===== config.mk =====
export PLATFORM = sky130hd
export DESIGN_NAME = sim_result_monitor_flat
export DESIGN_NICKNAME = d
export VERILOG_FILES = /design/src/rtl/sim_result_monitor_pkg.sv /design/src/rtl/sim_result_monitor_if.sv /design/src/rtl/sim_result_monitor_sig_match_pri.sv /design/src/rtl/sim_result_monitor.sv /design/src/flat_wrapper.sv
export SDC_FILE = /design/constraint.sdc
export NUM_CORES = 1
export LEC_CHECK = 0
export ABC_AREA = 0
export BUFFER_PORTS_ARGS = -buffer_cell sky130_fd_sc_hd__buf_4
export CORE_AREA = 2 2 341 343
export DETAILED_ROUTE_END_ITERATION = 16
export DIE_AREA = 0 0 343 345
export PLACE_DENSITY = 0.32
export SLEW_MARGIN = 10
export SYNTH_ARGS = -nofsm -noshare
export SYNTH_HDL_FRONTEND = slang
export SYNTH_SLANG_ARGS = --single-unit
export TNS_END_PERCENT = 30

===== constraint.sdc =====
create_clock -name clk -period 2.9 [get_ports clk]
set_input_delay 0.58 -clock clk [delete_from_list [all_inputs] [get_ports clk]]
set_output_delay 0.58 -clock clk [all_outputs]
set_load 0.1 [all_outputs]

===== src/rtl/sim_result_monitor_pkg.sv =====
`default_nettype none
// +----------------------------------------------------------------------------+
// | sim_result_monitor_pkg                                                     |
// | Shared types, defaults and the signature-slot extraction helper for the   |
// | MIPS data-memory pass/fail monitor.                                        |
// | Ports: none (package).                                                     |
// | Revision: 1.0 - initial release                                            |
// +----------------------------------------------------------------------------+
package sim_result_monitor_pkg;

  typedef enum logic [1:0] {
    ST_RUN   = 2'd0,
    ST_DRAIN = 2'd1,
    ST_DONE  = 2'd2
  } state_e;

  localparam int DEF_TIMEOUT = 1580;
  localparam int DEF_DRAIN   = 10;

  // Upper bounds for the generic slot helper: one slot word and one flat table.
  localparam int c_slot_w_max = 256;
  localparam int c_flat_w_max = 4096;

  // Returns slot i (w bits wide) of a flat table, zero-extended to c_slot_w_max.
  function automatic logic [c_slot_w_max-1:0] sig_slot(
    input logic [c_flat_w_max-1:0] flat,
    input int unsigned             i,
    input int unsigned             w
  );
    logic [c_slot_w_max-1:0] mask;
    // A shift by the full width yields zero, so the subtraction gives all-ones.
    mask = (c_slot_w_max'(1) << w) - c_slot_w_max'(1);
    return c_slot_w_max'(flat >> (i * w)) & mask;
  endfunction

endpackage
`default_nettype wire


===== src/rtl/sim_result_monitor_if.sv =====
`default_nettype none
// +----------------------------------------------------------------------------+
// | sim_result_monitor_if                                                      |
// | Store bus (memwrite/dataadr/writedata) plus the programmable signature     |
// | table seen by the monitor.                                                 |
// | master: drives the bus and signature table (core / bench).                 |
// | slave : monitor side, all signals are inputs.                              |
// | Revision: 1.0 - initial release                                            |
// +----------------------------------------------------------------------------+
interface sim_result_monitor_if #(
  parameter int ADDR_W  = 64,
  parameter int DATA_W  = 64,
  parameter int NUM_SIG = 5
);
  logic [1:0]              memwrite;
  logic [ADDR_W-1:0]       dataadr;
  logic [DATA_W-1:0]       writedata;
  logic [NUM_SIG*ADDR_W-1:0] sig_adr;
  logic [NUM_SIG*DATA_W-1:0] sig_data;
  logic [NUM_SIG-1:0]      sig_en;

  modport master (
    output memwrite, dataadr, writedata, sig_adr, sig_data, sig_en
  );

  modport slave (
    input  memwrite, dataadr, writedata, sig_adr, sig_data, sig_en
  );
endinterface
`default_nettype wire


===== src/rtl/sim_result_monitor_sig_match_pri.sv =====
`default_nettype none
// +----------------------------------------------------------------------------+
// | sig_match_pri                                                              |
// | Combinational NUM_SIG-way (address, data) comparator with lowest-index     |
// | priority encoding.                                                         |
// | Ports: store (strobe), dataadr, writedata, sig_adr/sig_data (flat tables), |
// |        sig_en -> any_hit, hit_idx.                                         |
// | Revision: 1.0 - initial release                                            |
// +----------------------------------------------------------------------------+
module sig_match_pri
  import sim_result_monitor_pkg::*;
#(
  parameter int ADDR_W  = 64,
  parameter int DATA_W  = 64,
  parameter int NUM_SIG = 5,
  localparam int IDX_W  = (NUM_SIG > 1) ? $clog2(NUM_SIG) : 1
) (
  input  logic                      store,
  input  logic [ADDR_W-1:0]         dataadr,
  input  logic [DATA_W-1:0]         writedata,
  input  logic [NUM_SIG*ADDR_W-1:0] sig_adr,
  input  logic [NUM_SIG*DATA_W-1:0] sig_data,
  input  logic [NUM_SIG-1:0]        sig_en,
  output logic                      any_hit,
  output logic [IDX_W-1:0]          hit_idx
);

  logic [c_flat_w_max-1:0] w_adr_flat;
  logic [c_flat_w_max-1:0] w_data_flat;
  logic [NUM_SIG-1:0]      w_match;

  assign w_adr_flat  = c_flat_w_max'(sig_adr);
  assign w_data_flat = c_flat_w_max'(sig_data);

  // Both sides are zero-extended identically, so the compare stays full width.
  for (genvar gi = 0; gi < NUM_SIG; gi++) begin : g_slot
    assign w_match[gi] = sig_en[gi] & store
                       & (sig_slot(w_adr_flat,  gi, ADDR_W) == c_slot_w_max'(dataadr))
                       & (sig_slot(w_data_flat, gi, DATA_W) == c_slot_w_max'(writedata));
  end

  // Scan from the top so the lowest matching index is the last one written.
  always_comb begin
    any_hit = 1'b0;
    hit_idx = '0;
    for (int i = NUM_SIG - 1; i >= 0; i--) begin
      if (w_match[i]) begin
        any_hit = 1'b1;
        hit_idx = IDX_W'(i);
      end
    end
  end

endmodule
`default_nettype wire


===== src/rtl/sim_result_monitor.sv =====
`default_nettype none
// +----------------------------------------------------------------------------+
// | sim_result_monitor                                                         |
// | Pass/fail monitor for the MIPS data-memory write port: signature match,   |
// | cycle/store counters, timeout watchdog and post-hit drain window.         |
// | Ports: clk, reset (async active-low), bus (store bus + signature table),   |
// |        done, pass, timeout, hit_idx, hit_cycle, cycle_count, store_count,  |
// |        busy. All outputs are registered.                                   |
// | Revision: 1.0 - initial release                                            |
// +----------------------------------------------------------------------------+
module sim_result_monitor
  import sim_result_monitor_pkg::*;
#(
  parameter int ADDR_W  = 64,
  parameter int DATA_W  = 64,
  parameter int NUM_SIG = 5,
  parameter int CNT_W   = 32,
  parameter int TIMEOUT = DEF_TIMEOUT,
  parameter int DRAIN   = DEF_DRAIN,
  localparam int IDX_W  = (NUM_SIG > 1) ? $clog2(NUM_SIG) : 1
) (
  input  logic                 clk,
  input  logic                 reset,
  sim_result_monitor_if.slave  bus,
  output logic                 done,
  output logic                 pass,
  output logic                 timeout,
  output logic [IDX_W-1:0]     hit_idx,
  output logic [CNT_W-1:0]     hit_cycle,
  output logic [CNT_W-1:0]     cycle_count,
  output logic [CNT_W-1:0]     store_count,
  output logic                 busy
);

  localparam logic [1:0] c_st_run   = ST_RUN;
  localparam logic [1:0] c_st_drain = ST_DRAIN;
  localparam logic [1:0] c_st_done  = ST_DONE;
  localparam int         c_drain_w  = (DRAIN < 2) ? 1 : $clog2(DRAIN + 1);

  logic [1:0]           r_state;
  logic [c_drain_w-1:0] r_drain_cnt;
  logic                 r_done;
  logic                 r_pass;
  logic                 r_timeout;
  logic [IDX_W-1:0]     r_hit_idx;
  logic [CNT_W-1:0]     r_hit_cycle;
  logic [CNT_W-1:0]     r_cycle_cnt;
  logic [CNT_W-1:0]     r_store_cnt;

  logic                 w_store;
  logic                 w_any_hit;
  logic [IDX_W-1:0]     w_hit_idx;
  logic                 w_timeout_edge;

  assign w_store        = |bus.memwrite;
  assign w_timeout_edge = (r_cycle_cnt == CNT_W'(TIMEOUT - 1));

  sig_match_pri #(
    .ADDR_W  (ADDR_W),
    .DATA_W  (DATA_W),
    .NUM_SIG (NUM_SIG)
  ) u_match (
    .store     (w_store),
    .dataadr   (bus.dataadr),
    .writedata (bus.writedata),
    .sig_adr   (bus.sig_adr),
    .sig_data  (bus.sig_data),
    .sig_en    (bus.sig_en),
    .any_hit   (w_any_hit),
    .hit_idx   (w_hit_idx)
  );

  always_ff @(posedge clk or negedge reset) begin
    if (!reset) begin
      r_state     <= c_st_run;
      r_drain_cnt <= '0;
      r_done      <= 1'b0;
      r_pass      <= 1'b0;
      r_timeout   <= 1'b0;
      r_hit_idx   <= '0;
      r_hit_cycle <= '0;
      r_cycle_cnt <= '0;
      r_store_cnt <= '0;
    end else begin
      // Counters run (saturating) in RUN and DRAIN, including the edge that enters DONE.
      if (r_state != c_st_done) begin
        if (!(&r_cycle_cnt)) r_cycle_cnt <= r_cycle_cnt + CNT_W'(1);
        if (w_store && !(&r_store_cnt)) r_store_cnt <= r_store_cnt + CNT_W'(1);
      end

      case (r_state)
        c_st_run: begin
          // A hit on the timeout edge wins over the watchdog.
          if (w_any_hit) begin
            r_hit_idx   <= w_hit_idx;
            r_hit_cycle <= r_cycle_cnt;
            if (DRAIN == 0) begin
              r_done  <= 1'b1;
              r_pass  <= 1'b1;
              r_state <= c_st_done;
            end else begin
              r_drain_cnt <= c_drain_w'(DRAIN);
              r_state     <= c_st_drain;
            end
          end else if (w_timeout_edge) begin
            r_timeout <= 1'b1;
            r_done    <= 1'b1;
            r_state   <= c_st_done;
          end
        end
        c_st_drain: begin
          r_drain_cnt <= r_drain_cnt - c_drain_w'(1);
          if (r_drain_cnt == c_drain_w'(1)) begin
            r_done  <= 1'b1;
            r_pass  <= 1'b1;
            r_state <= c_st_done;
          end
        end
        default: begin
          // DONE holds until reset.
        end
      endcase
    end
  end

  assign done        = r_done;
  assign pass        = r_pass;
  assign timeout     = r_timeout;
  assign hit_idx     = r_hit_idx;
  assign hit_cycle   = r_hit_cycle;
  assign cycle_count = r_cycle_cnt;
  assign store_count = r_store_cnt;
  assign busy        = (r_state != c_st_done);

endmodule
`default_nettype wire


===== src/flat_wrapper.sv =====
// flat-port wrapper written by rule: the top's interface ports become plain ports
module sim_result_monitor_flat import sim_result_monitor_pkg::*;
#(
  parameter int ADDR_W  = 64,
  parameter int DATA_W  = 64,
  parameter int NUM_SIG = 5,
  parameter int CNT_W   = 32,
  parameter int TIMEOUT = DEF_TIMEOUT,
  parameter int DRAIN   = DEF_DRAIN,
  localparam int IDX_W  = (NUM_SIG > 1) ? $clog2(NUM_SIG) : 1
)
  (clk, reset, done, pass, timeout, hit_idx, hit_cycle, cycle_count, store_count, busy, bus_memwrite, bus_dataadr, bus_writedata, bus_sig_adr, bus_sig_data, bus_sig_en);
  sim_result_monitor_if #(.ADDR_W(ADDR_W), .DATA_W(DATA_W), .NUM_SIG(NUM_SIG)) bus_i ();
  input  logic clk;
  input  logic reset;
  output logic done;
  output logic pass;
  output logic timeout;
  output logic [IDX_W-1:0] hit_idx;
  output logic [CNT_W-1:0] hit_cycle;
  output logic [CNT_W-1:0] cycle_count;
  output logic [CNT_W-1:0] store_count;
  output logic busy;
  input wire logic [$bits(bus_i.memwrite)-1:0] bus_memwrite;
  input wire logic [$bits(bus_i.dataadr)-1:0] bus_dataadr;
  input wire logic [$bits(bus_i.writedata)-1:0] bus_writedata;
  input wire logic [$bits(bus_i.sig_adr)-1:0] bus_sig_adr;
  input wire logic [$bits(bus_i.sig_data)-1:0] bus_sig_data;
  input wire logic [$bits(bus_i.sig_en)-1:0] bus_sig_en;
  assign bus_i.memwrite = bus_memwrite;
  assign bus_i.dataadr = bus_dataadr;
  assign bus_i.writedata = bus_writedata;
  assign bus_i.sig_adr = bus_sig_adr;
  assign bus_i.sig_data = bus_sig_data;
  assign bus_i.sig_en = bus_sig_en;
  sim_result_monitor #(.ADDR_W(ADDR_W), .DATA_W(DATA_W), .NUM_SIG(NUM_SIG), .CNT_W(CNT_W), .TIMEOUT(TIMEOUT), .DRAIN(DRAIN)) u_core (.clk(clk), .reset(reset), .bus(bus_i), .done(done), .pass(pass), .timeout(timeout), .hit_idx(hit_idx), .hit_cycle(hit_cycle), .cycle_count(cycle_count), .store_count(store_count), .busy(busy));
endmodule

Yosys cells after proc, flatten, opt, wreduce, memory -nomap -nowiden
Index checks and enable logic that the tools add are counted. W data, S select, Z words.

Register bits after elaboration: 108. Bits in latches: 0. RAM bits: 0. Memory bits (read-only): 0. Bits of input ports: 777. Output and inout bits: 103. Logic and storage cells: 83. Memories: 0.

Add/sub/neg operators: 3. Multipliers: 0. Divide/modulo/power cells: 0. Order comparisons: 0. Equal/unequal tests: 19. Shifts and indexed selects: 0. Muxes and demuxes: 20. Bitwise gates (word level): 17. Reductions and logical operators: 15.

Operators by type and width (number): $eq A64 B64 Y1 (10); $add A32 B1 Y32 const B (2); $reduce_and A32 Y1 (2); $eq A32 B11 Y1 const B (1); $and A1 B1 Y1 (15); $mux W3 (5); $reduce_and A2 Y1 (5); $mux W1 (8); $pmux W4 S2 (1); $mux W2 (3); $ne A2 B2 Y1 const B (3); $reduce_and A3 Y1 (2); $eq A4 B1 Y1 const B (1); $mux W4 (1); $ne A2 B1 Y1 const B (2); $pmux W2 S2 (1); $reduce_and A4 Y1 (1); $sub A4 B1 Y4 const B (1); $ne A3 B2 Y1 const B (1); $eq A2 B1 Y1 const B (1); $logic_not A2 Y1 (1); $not A1 Y1 (2); $pmux W1 S2 (1); $reduce_bool A2 Y1 (1); 3 further kinds (3).

Depth between registers and ports, before layout
Gate-level depths: netlist of the first run.

Depth in word-level cells: 11. Mapped depth: 10. Gate-level depth less buffers: 8.

Cells and area by module
A second synthesis of the first run with hierarchy kept.

Cells, all modules: 1669. Area, all modules: 13102.6 µm².

Modules (own cells, without submodules): sig_match_pri (instances 1, cells each 1177, area an instance 8206.6 µm², sequential area each 0.0 µm²); sim_result_monitor (instances 1, cells each 492, area an instance 4895.9 µm², sequential area each 2702.6 µm²).

Worst setup path after synthesis of the first run
Ideal clock, no wire load.

Kind: input -> register. Start: input bus_writedata[6]. End: register u_core.r_drain_cnt[0]. Arrival time: 3.278 ns. Path slack: -0.503 ns. Stages on the path: 9. Path through: buf_4 -> xor2_1 -> or4_1 -> or4b_1 -> or4_1 -> or4_4 -> nand4_4 -> o31ai_2 -> mux2_4.

Longest elaborated chain between the ends: 9. Elaborated cells on any way between the ends: 17. Classes of those cells: 6 x eq/ne; 5 x mux; 5 x bitwise; 1 x reduce/logical.

RTL lines: start, declared (RTL line flat_wrapper.sv:26) `input wire logic [$bits(bus_i.writedata)-1:0] bus_writedata;`; $eq A64 B64 Y1 (RTL line sim_result_monitor_sig_match_pri.sv:39) `& (sig_slot(w_data_flat, gi, DATA_W) == c_slot_w_max'(writedata));`; $and A1 B1 Y1 (RTL line sim_result_monitor_sig_match_pri.sv:39); $mux W1 (4 in a row) (RTL line sim_result_monitor_sig_match_pri.sv:47) `if (w_match[i]) begin`; $mux W1 * (RTL line sim_result_monitor_sig_match_pri.sv:47); $ne A2 B2 Y1 (no source line) *; $reduce_and A2 Y1 (no source line) *; end signal, assigned (RTL line sim_result_monitor.sv:102) `r_drain_cnt <= c_drain_w'(DRAIN);`; end signal, assigned (RTL line sim_result_monitor.sv:112) `r_drain_cnt <= r_drain_cnt - c_drain_w'(1);`; end, declared (RTL line sim_result_monitor.sv:41) `logic [c_drain_w-1:0] r_drain_cnt;`.

Every way passes the cells marked *; elsewhere a longest branch is shown, timed or not. A chain may end at the register's enable or synchronous reset.

Worst setup path in the final report of the first run
Start: input bus_writedata[19]. End: register u_core.r_hit_cycle[5] (netlist: u_core.hit_cycle[5]).

Longest elaborated chain between the ends: 8. Elaborated cells on any way between the ends: 16. Classes of those cells: 5 x eq/ne; 5 x mux; 5 x bitwise; 1 x reduce/logical.

RTL lines: $eq A64 B64 Y1 (RTL line sim_result_monitor_sig_match_pri.sv:39); $and A1 B1 Y1 (RTL line sim_result_monitor_sig_match_pri.sv:39); $mux W1 (4 in a row) (RTL line sim_result_monitor_sig_match_pri.sv:47); $mux W1 * (RTL line sim_result_monitor_sig_match_pri.sv:47); $reduce_and A2 Y1 (no source line) *; end signal, assigned (RTL line sim_result_monitor.sv:96) `r_hit_cycle <= r_cycle_cnt;`; end, declared (RTL line sim_result_monitor.sv:46) `logic [CNT_W-1:0] r_hit_cycle;`.

Marks and branches as above.

==> flow_summary_export.csv, run 1 <==
group,metric,value,unit
power_and_ir_drop,total_power,0.00729,W
timing,worst_pin_slew,0.880,ns
setup_path,worst_path_max_delay_cell,"or4_1",
routing,drc,0,
setup_path,ff2ff_setup_slack,0.38,ns
yosys,avgSynthCellArea,8.25,sq um
min_path,hold_path_class,"in -> async",
clocking,clock_path_buffers,2,
setup_path,cp.arrival,3.43,ns
layout,syn2layout_area_growth,103,%
outcome,violations,"negative setup slack",
yosys,yosysUniqueCellTypes,53,
global_routing,grt_pass1_vias,20400,
clocking,insertion_delay,0.39,ns
clocking,cts_sinks,108,
global_routing,grt_max_degree,54,
timing,slew_headroom,0.411,
routing,vias,19500,
power_and_ir_drop,powerDensity,256,nW/um^2
layout,stdcell_count,4664,
flow_run,drv_cap,0,
timing,hold_violations,0,
timing,setup_viol,42,
power_and_ir_drop,ir_worst_vdd,0.000218,V
layout,multi_input_area,11200,sq um
routing,drtIter0Drc,1272,
outcome,status,"finished with violations",
timing,fin_crit,3.16,ns
setup_path,reg2reg_from,"u_core.store_count[8]",
global_routing,grt_pass1_wl,205,mm
routing,vias_per_cell,4.19,
clocking,cts_buffers,9,
routing,postRouteAntennaNets,0,
yosys,async_flop_share,1.00,
yosys,synthesis.area,14000,sq um
setup_path,startpoint_type,"input pin",
layout,fin_nets,3892,
layout,seq_area,2710,sq um
yosys,synth_fp_nets,2481,
layout,n_fill_cell,13000,
timing,clock_skew,0.0131,ns
yosys,seq_area_frac_synth,0.193,
routing,routed_wl,165,mm
floorplanning,die_w,343,um
yosys,synth_warnings,0,
yosys,syn_inst,1700,
place,gp_congestion,0.950,
setup_path,crit_buf_inv,3,
routing,avgRoutedWirePerCell,35.3,um
place,dpl.hpwl,151,mm
setup_path,crit_fanout,8,
floorplanning,die_h,345,um
clocking,cts-root-buf,"clkbuf_16",
setup_path,crit_required,3.18,ns
floorplanning,row_count,125,
timing,setup_ws,-0.255,ns
setup_path,cpLargestDelayFamily,"simple AND/OR/NAND/NOR gates",
setup_path,critical_path_class,"in -> reg",
setup_path,r2r_cells,8,
clocking,cts_tree,"yes",
floorplanning,core_area,115000,sq um
setup_path,path_common_cell,"buf_4",
setup_path,critPathMaxStageDelay,0.54,ns
place,port_buffers,879,
layout,drive_gt1_frac,0.533,
layout,final_cell_mix,"buf_4 (1487), xnor2_1 (536), nand4_1 (261)",
global_routing,grt_overflow_total,0,
setup_path,end_kind,"flip-flop",
timing,report.final.slew_viol_count,0,
yosys,synth_edf_count,0,
yosys,ys.flop_type,"dfrtp_1",
timing,max_freq,0.317,GHz
clocking,htree_levels,3,
layout,finish.utilization,0.247,
floorplanning,ios,880,
place,dp_cells,4614,
layout,final_common_cell,"buf_4",
global_routing,antenna_found_initial,68,
routing,dr.pass1.iters,6,
setup_path,r2r-end,"u_core.store_count[16]",
floorplanning,die_area,118000,sq um
timing,timing.hold.ws,0.202,ns
timing,final.period_utilization,1.09,
floorplanning,start_util,0.122,
power_and_ir_drop,leakage,12.5,nW
setup_path,path_cells,"buf_4 -> buf_4 -> xor2_1 -> nor4_1 -> nand4_1 -> or4_1 -> nor4_4 -> nor2_2 -> a31o_4 -> buf_12 -> mux2_4",
yosys,ys_seq_elements,108,
timing,rsz0062_at_grt,"yes",
clocking,path_clk_slew,0.08,ns
global_routing,grt_usage,0.268,
## logic make-up after synthesis
| kind of cell | count (synthesis) | share of synthesized area |
|---|---|---|
| simple gates | 685 | 0.293 |
| xor+xnor | 682 | 0.426 |
| buf+inv | 162 | 0.0443 |
| flops | 108 | 0.193 |
| mux | 35 | 0.0283 |
| compound gates | 24 | 0.0117 |
| fa+ha+maj | 4 | 0.00357 |
## repair_timing
item | 4_1_cts | 5_1_grt
gates resized for setup | 50 | 32
cloned | 2 | 1
buffers inserted | 4 | 4
hold buffers | 0 | 0
pin swaps | 14 | 10
setup endpoints to repair | 43 | 43
## worst register-to-register path, stage by stage, from the launching register on
cell     delay, ns
dfrtp_2       0.44
and4_1        0.26
nand4_1       0.27
nor3_1        0.10
nand4_1       0.14
nand3_1       0.27
or4_1         0.66
nor2_1        0.17
xor2_1        0.15
## worst max-delay path by stage
stage / startpoint / to / slack [ns] / depth (start not counted)
3_3_place_gp: bus_writedata[57] / u_core.hit_cycle[5] / -1.22 / 13
4_1_cts: bus_writedata[57] / u_core.hit_cycle[5] / -0.28 / 12
5_1_grt: bus_writedata[4] / u_core.hit_cycle[5] / -0.32 / 12
3_5_place_dp: bus_writedata[57] / u_core.hit_cycle[5] / -1.18 / 13
6_report: bus_writedata[19] / u_core.hit_cycle[5] / -0.26 / 11
2_1_floorplan: bus_writedata[61] / u_core.r_drain_cnt[0] / -0.29 / 9
## metrics by stage
stage | cell area [sq um] | TNS, ns | worst slack (ns)
2_1_floorplan | 14100 | -3.54 | -0.289
3_3_place_gp | 27400 | -47.59 | -1.22
3_5_place_dp | 27400 | -45.76 | -1.18
4_1_cts | 28100 | -8.71 | -0.279
5_1_grt | 28400 | -10.33 | -0.318
6_report | 28400 | -8.10 | -0.255
## per-layer routing
metal / global-route usage / wire, um
met1: 0.319 / 67000
met2: 0.466 / 79900
met3: 0.0786 / 12600
met4: 0.0701 / 4960
met5: 0 / 373
## state kept, by name, indices dropped and copies added, names as in the netlist
name                count
u_core.done             1
u_core.r_state          2
u_core.r_drain_cnt      4
u_core.timeout          1
u_core.store_count     32
u_core.cycle_count     32
u_core.hit_idx          3
u_core.hit_cycle       32
u_core.pass             1
## report_power, final
part	leakage [nW]	switching (W)	internal [W]	total (W)
registers	1.46	0	0.00150	0.00150
clock network	0.152	0.000737	0.000626	0.00136
logic	10.8	0.00219	0.00224	0.00442
total	12.5	0.00292	0.00437	0.00729
## layout make-up
cell class	instances	share of cell area
Antenna cell	24	0.00211
Sequential cell	108	0.0953
Tap cell	1524	0.0671
Clock buffer	9	0.00792
Clock inverter	7	0.00321
Inverter	25	0.00330
Multi-Input combinational cell	1430	0.393
Timing Repair Buffer	1537	0.428
## Yosys cell counts, types with 6 or more instances
cell       instances  area [sq um]
and3_1            13          81.3
clkbuf_1         133           499
dfrtp_1          108          2700
inv_1             25          93.8
mux2_2            33           372
nand2_1           62           233
nand2b_1          24           150
nand3_1           54           270
nand4_1          261          1630
nand4b_1          10          87.6
nand4bb_1          6          67.6
nor2_1            55           206
nor2b_1           10          62.6
nor3_1            30           150
nor4_1            86           538
nor4b_1           16           140
or3_1              6          37.5
or4_1             15           113
xnor2_1          562          4920
xor2_1           120          1050
Note: power is estimated with default switching activity, not from simulation.
==> run 2, diff against run 1 <==
Clock period 2.9 ns to 3.5 ns, I/O delays scaled along.
==> run 2 against run 1 <==
Net effect: the flow now finishes without violations; worst hold slack improved by 0.18 ns; combinational power is 26% lower; die area stayed put; utilization shrank 2.2 points; setup slack improved by 0.30 ns; first-iteration DRC count shrank 6.8%; critical path type unchanged; clock skew up 0.0027 ns.
==> flow_summary_export.csv, run 2 (same netlist as run 1, synthesis figures left out) <==
group,metric,value,unit
routing,vias,18600,
routing,routed_wl,162,mm
power_and_ir_drop,ir_worst_vdd,0.000231,V
clocking,cts-root-buf,"clkbuf_16",
clocking,htree_levels,3,
clocking,cts_buffers,9,
power_and_ir_drop,total_power,0.00563,W
floorplanning,start_util,0.122,
routing,dr.max_layer_used,"met5",
setup_path,crit_required,3.75,ns
global_routing,grt_pass1_wl,203,mm
place,gp_congestion,0.969,
routing,drtIter0Drc,1186,
power_and_ir_drop,powerDensity,218,nW/um^2
timing,clock_skew,0.0158,ns
timing,setup_viol,0,
timing,slew_headroom,0.307,
routing,avgRoutedWirePerCell,36.9,um
layout,final_cell_mix,"buf_4 (1257), xnor2_1 (552), nand4_1 (261)",
floorplanning,row_count,125,
place,dp_slack,-0.929,ns
global_routing,grt_overflow_total,0,
floorplanning,core_area,115000,sq um
timing,fin_crit,3.45,ns
clocking,cts_tree,"yes",
min_path,hold_path_class,"in -> async",
clocking,cts_sinks,108,
timing,report.final.slew_viol_count,0,
routing,drt-met1-wl,66.2,mm
layout,final_common_cell,"buf_4",
floorplanning,ios,880,
setup_path,cp.arrival,3.71,ns
place,dpl.hpwl,148,mm
timing,setup_ws,0.0488,ns
routing,vias_per_cell,4.22,
layout,syn2layout_area_growth,84.7,%
clocking,clock_path_buffers,2,
layout,n_fill_cell,13100,
routing,postRouteAntennaNets,0,
timing,final.period_utilization,0.986,
layout,fin_area,25900,sq um
layout,drive_gt1_frac,0.478,
clocking,hold_buffers,0,
clocking,path_clk_slew,0.09,ns
timing,max_freq,0.290,GHz
setup_path,end_kind,"flip-flop",
setup_path,startpoint_type,"input pin",
layout,fin_nets,3637,
clocking,insertion_delay,0.38,ns
timing,hold_violations,0,
global_routing,grt_usage,0.265,
timing,worst_pin_slew,1.03,ns
setup_path,critical_path_class,"in -> reg",
global_routing,antenna_found_initial,71,
power_and_ir_drop,leakage,11.0,nW
outcome,status,"finished, final reports clean",
place,dpl_cell_area,25300,sq um
setup_path,crit_fanout,32,
routing,met2RoutedLength,78.2,mm
routing,wl_met3,11.9,mm
global_routing,grt_max_degree,58,
timing,rsz0062_at_grt,"no",
flow_run,drv_cap,0,
floorplanning,die_w,343,um
place,port_buffers,879,
floorplanning,die_h,345,um
global_routing,grt_pass1_vias,19700,
floorplanning,die_area,118000,sq um
routing,drc,0,
clocking,cts_setup_buffers,0,
routing,dr.pass1.iters,5,
run 2: metrics by stage:
stage	utilization	std cells	TNS [ns]	hold slack [ns]
after detailed placement	0.220	4369	-36.20	0.483
after CTS	0.224	4385	0	0.380
after global routing	0.225	4392	0	0.422
after global placement	0.220	4369	-37.74	0.458
final	0.225	4402	0	0.381
after floorplan	-	1700	0	0.404
run 2: layer usage:
metal / GRT usage / vias to the layer above
met3: 0.0734 / 205
li1: - / 8346
met5: 0 / -
met1: 0.319 / 9099
met2: 0.457 / 858
met4: 0.0752 / 82
run 2: layout make-up:
type,count,area [sq um],area share
clock inverter,6,78.8,0.00304
multi-input combinational,1430,10900,0.421
tap,1524,1910,0.0737
clock buffer,10,229,0.00884
antenna,17,42.5,0.00164
inverter,25,93.8,0.00362
sequential,108,2700,0.104
timing repair buffer,1282,9940,0.384
run 2: what timing repair did:
item                                    in CTS  in global routing
pin swaps                                    1                  5
gates cloned                                 0                  0
endpoints found under the setup margin      43                 41
resized for setup                           13                 16
run 2: final timing paths:
kind	slack [ns]	cells after the start	to	start
max	0.05	12	u_core.hit_cycle[18]	bus_dataadr[35]
min	0.38	1	u_core.hit_cycle[25]	reset
max reg2reg	0.53	9	u_core.store_count[17]	u_core.store_count[20]
min reg2reg	0.49	1	u_core.store_count[13]	u_core.store_count[13]
max in group asynchronous	2.35	2	u_core.timeout	reset
min in group clk	0.49	1	u_core.store_count[13]	u_core.store_count[13]
run 2: worst max-delay path, cell delays in order:
cell     delay [ns]
buf_4          0.16
xnor2_1        0.47
buf_4          0.20
nand4_1        0.10
nor4_1         0.41
nand4_1        0.26
nor4_2         0.40
buf_4          0.19
nor2_1         0.06
a31o_2         0.23
buf_12         0.17
mux2_2         0.29
run 2: power breakdown:
part	switching, W	internal, W
registers	0	0.00125
clock network	0.000561	0.000574
logic	0.00172	0.00153
==> run 3, diff against run 2 <==
Settings changed: CELL_PAD_IN_SITES_DETAIL_PLACEMENT from default to 0, CELL_PAD_IN_SITES_GLOBAL_PLACEMENT from default to 2, CORE_AREA 2 2 341 343 to 2 2 345 347, DIE_AREA 0 0 343 345 to 0 0 347 349, GPL_TIMING_DRIVEN from default to 1, PLACE_DENSITY 0.32 to 0.49.
==> run 3 against run 2 <==
Net effect: sequential cell count unchanged; die area grew 2.3%; via count rose by 2.0%; non-clock buffer count shrank 8; worst hold slack gained 0.027 ns; setup slack better by 0.032 ns; register-to-register slack about the same; sequential power about the same; sequential share of layout area hardly changed.
==> flow_summary_export.csv, run 3 (same netlist as run 1, synthesis figures left out) <==
group,metric,value,unit
global_routing,grt_overflow_total,0,
layout,multi_input_area,10800,sq um
floorplanning,core_area,117000,sq um
timing,final.period_utilization,0.977,
setup_path,crit_fanout,5,
timing,worst_pin_slew,1.01,ns
timing,timing.hold.ws,0.408,ns
timing,clock_skew,0.0168,ns
clocking,cts-root-buf,"clkbuf_16",
layout,final_cell_mix,"buf_4 (1244), xnor2_1 (555), nand4_1 (261)",
clocking,htree_levels,3,
routing,routed_wl,167,mm
layout,finish.utilization,0.220,
routing,drtIter0Drc,1281,
routing,vias_per_cell,4.30,
setup_path,r2r_cells,9,
routing,drc,0,
global_routing,grt_usage,0.266,
floorplanning,ios,880,
clocking,insertion_delay,0.38,ns
floorplanning,die_area,121000,sq um
clocking,clock_path_buffers,2,
global_routing,grt_max_degree,60,
timing,fin_crit,3.42,ns
floorplanning,die_h,349,um
layout,final_common_cell,"buf_4",
routing,dr.pass1.iters,5,
layout,drive_gt1_frac,0.472,
clocking,path_clk_slew,0.08,ns
floorplanning,die_w,347,um
power_and_ir_drop,leakage,10.9,nW
layout,fin_nets,3629,
min_path,hold_path_class,"in -> async",
power_and_ir_drop,powerDensity,216,nW/um^2
global_routing,grt_pass1_vias,20400,
clocking,cts_tree,"yes",
global_routing,antenna_found_initial,87,
global_routing,grt_pass1_wl,209,mm
layout,seq_area,2700,sq um
floorplanning,start_util,0.119,
layout,n_fill_cell,13200,
timing,setup_viol,0,
layout,syn2layout_area_growth,83.9,%
floorplanning,row_count,126,
timing,setup_ws,0.0807,ns
routing,postRouteAntennaNets,0,
timing,hold_violations,0,
setup_path,startpoint_type,"input pin",
layout,stdcell_count,4414,
setup_path,end_kind,"flip-flop",
place,dp_cells,4374,
place,dp_slack,-0.850,ns
outcome,status,"finished, final reports clean",
setup_path,crit_required,3.77,ns
place,dpl.hpwl,153,mm
power_and_ir_drop,ir_worst_vdd,0.000243,V
place,port_buffers,879,
timing,rsz0062_at_grt,"no",
timing,max_freq,0.292,GHz
routing,avgRoutedWirePerCell,37.9,um
timing,report.final.slew_viol_count,0,
place,gp_congestion,0.976,
clocking,cts_sinks,108,
timing,slew_headroom,0.322,
flow_run,drv_cap,0,
setup_path,critical_path_class,"in -> reg",
routing,vias,19000,
clocking,cts_buffers,9,
setup_path,cp.arrival,3.69,ns
[run 3: final cells by class]
type,instances,area share
clock inverter,4,0.00228
antenna,27,0.00262
timing repair buffer,1274,0.385
multi-input combinational,1430,0.418
sequential,108,0.105
clock buffer,10,0.00888
inverter,25,0.00364
tap,1536,0.0745
[run 3: metrics by stage]
step                instance area [sq um]  TNS [ns]  power [W]
finish                              25800         0    0.00556
global route                        25700         0    0.00578
CTS                                 25700         0    0.00562
detailed placement                  25300    -21.62    0.00451
global placement                    25300    -20.55    0.00452
floorplan                           14000         0    0.00232
[run 3: worst max-delay path, cell delays in order]
cell and delay, ns:
buf_4 0.18, xnor2_1 0.38, nand4_1 0.18, nor4_2 0.42, buf_4 0.18, or4b_2 0.56, or3_1 0.53, nand2b_1 0.21
a31oi_1 0.17, o21ba_1 0.16
[run 3: path summary, 6_finish.rpt]
path                                        start                      to  slack [ns]
hold reg to reg                    u_core.timeout          u_core.timeout        0.48
max in group asynchronous                   reset    u_core.hit_cycle[10]        2.20
setup reg to reg           u_core.store_count[19]  u_core.store_count[30]        0.54
setup / recovery                  bus_dataadr[24]       u_core.hit_idx[0]        0.08
hold / removal                              reset    u_core.hit_cycle[13]        0.41
min in group clk                   u_core.timeout          u_core.timeout        0.48
[run 3: metal layers]
layer  part of all wire  track usage  vias to the layer above
met5             0.0035            0                        -
met4              0.041       0.0992                       88
met3              0.070       0.0775                      246
met2               0.48        0.465                      943
met1               0.40        0.307                     9342
li1                   -            -                     8345
[run 3: report_power, final]
| part | leakage (nW) | switching [W] | total [W] | internal, W |
|---|---|---|---|---|
| sequential | 1.47 | 0 | 0.00125 | 0.00125 |
| combinational | 9.29 | 0.00173 | 0.00325 | 0.00153 |
| clock | 0.141 | 0.000507 | 0.00106 | 0.000557 |
[run 3: timing repair]
item | 4_1_cts | 5_1_grt
setup endpoints to repair | 40 | 39
hold buffers | 0 | 0
gates resized for setup | 11 | 3
setup buffers | 1 | 0
endpoints found under the hold margin | 0 | 0
pin swaps | 6 | 0
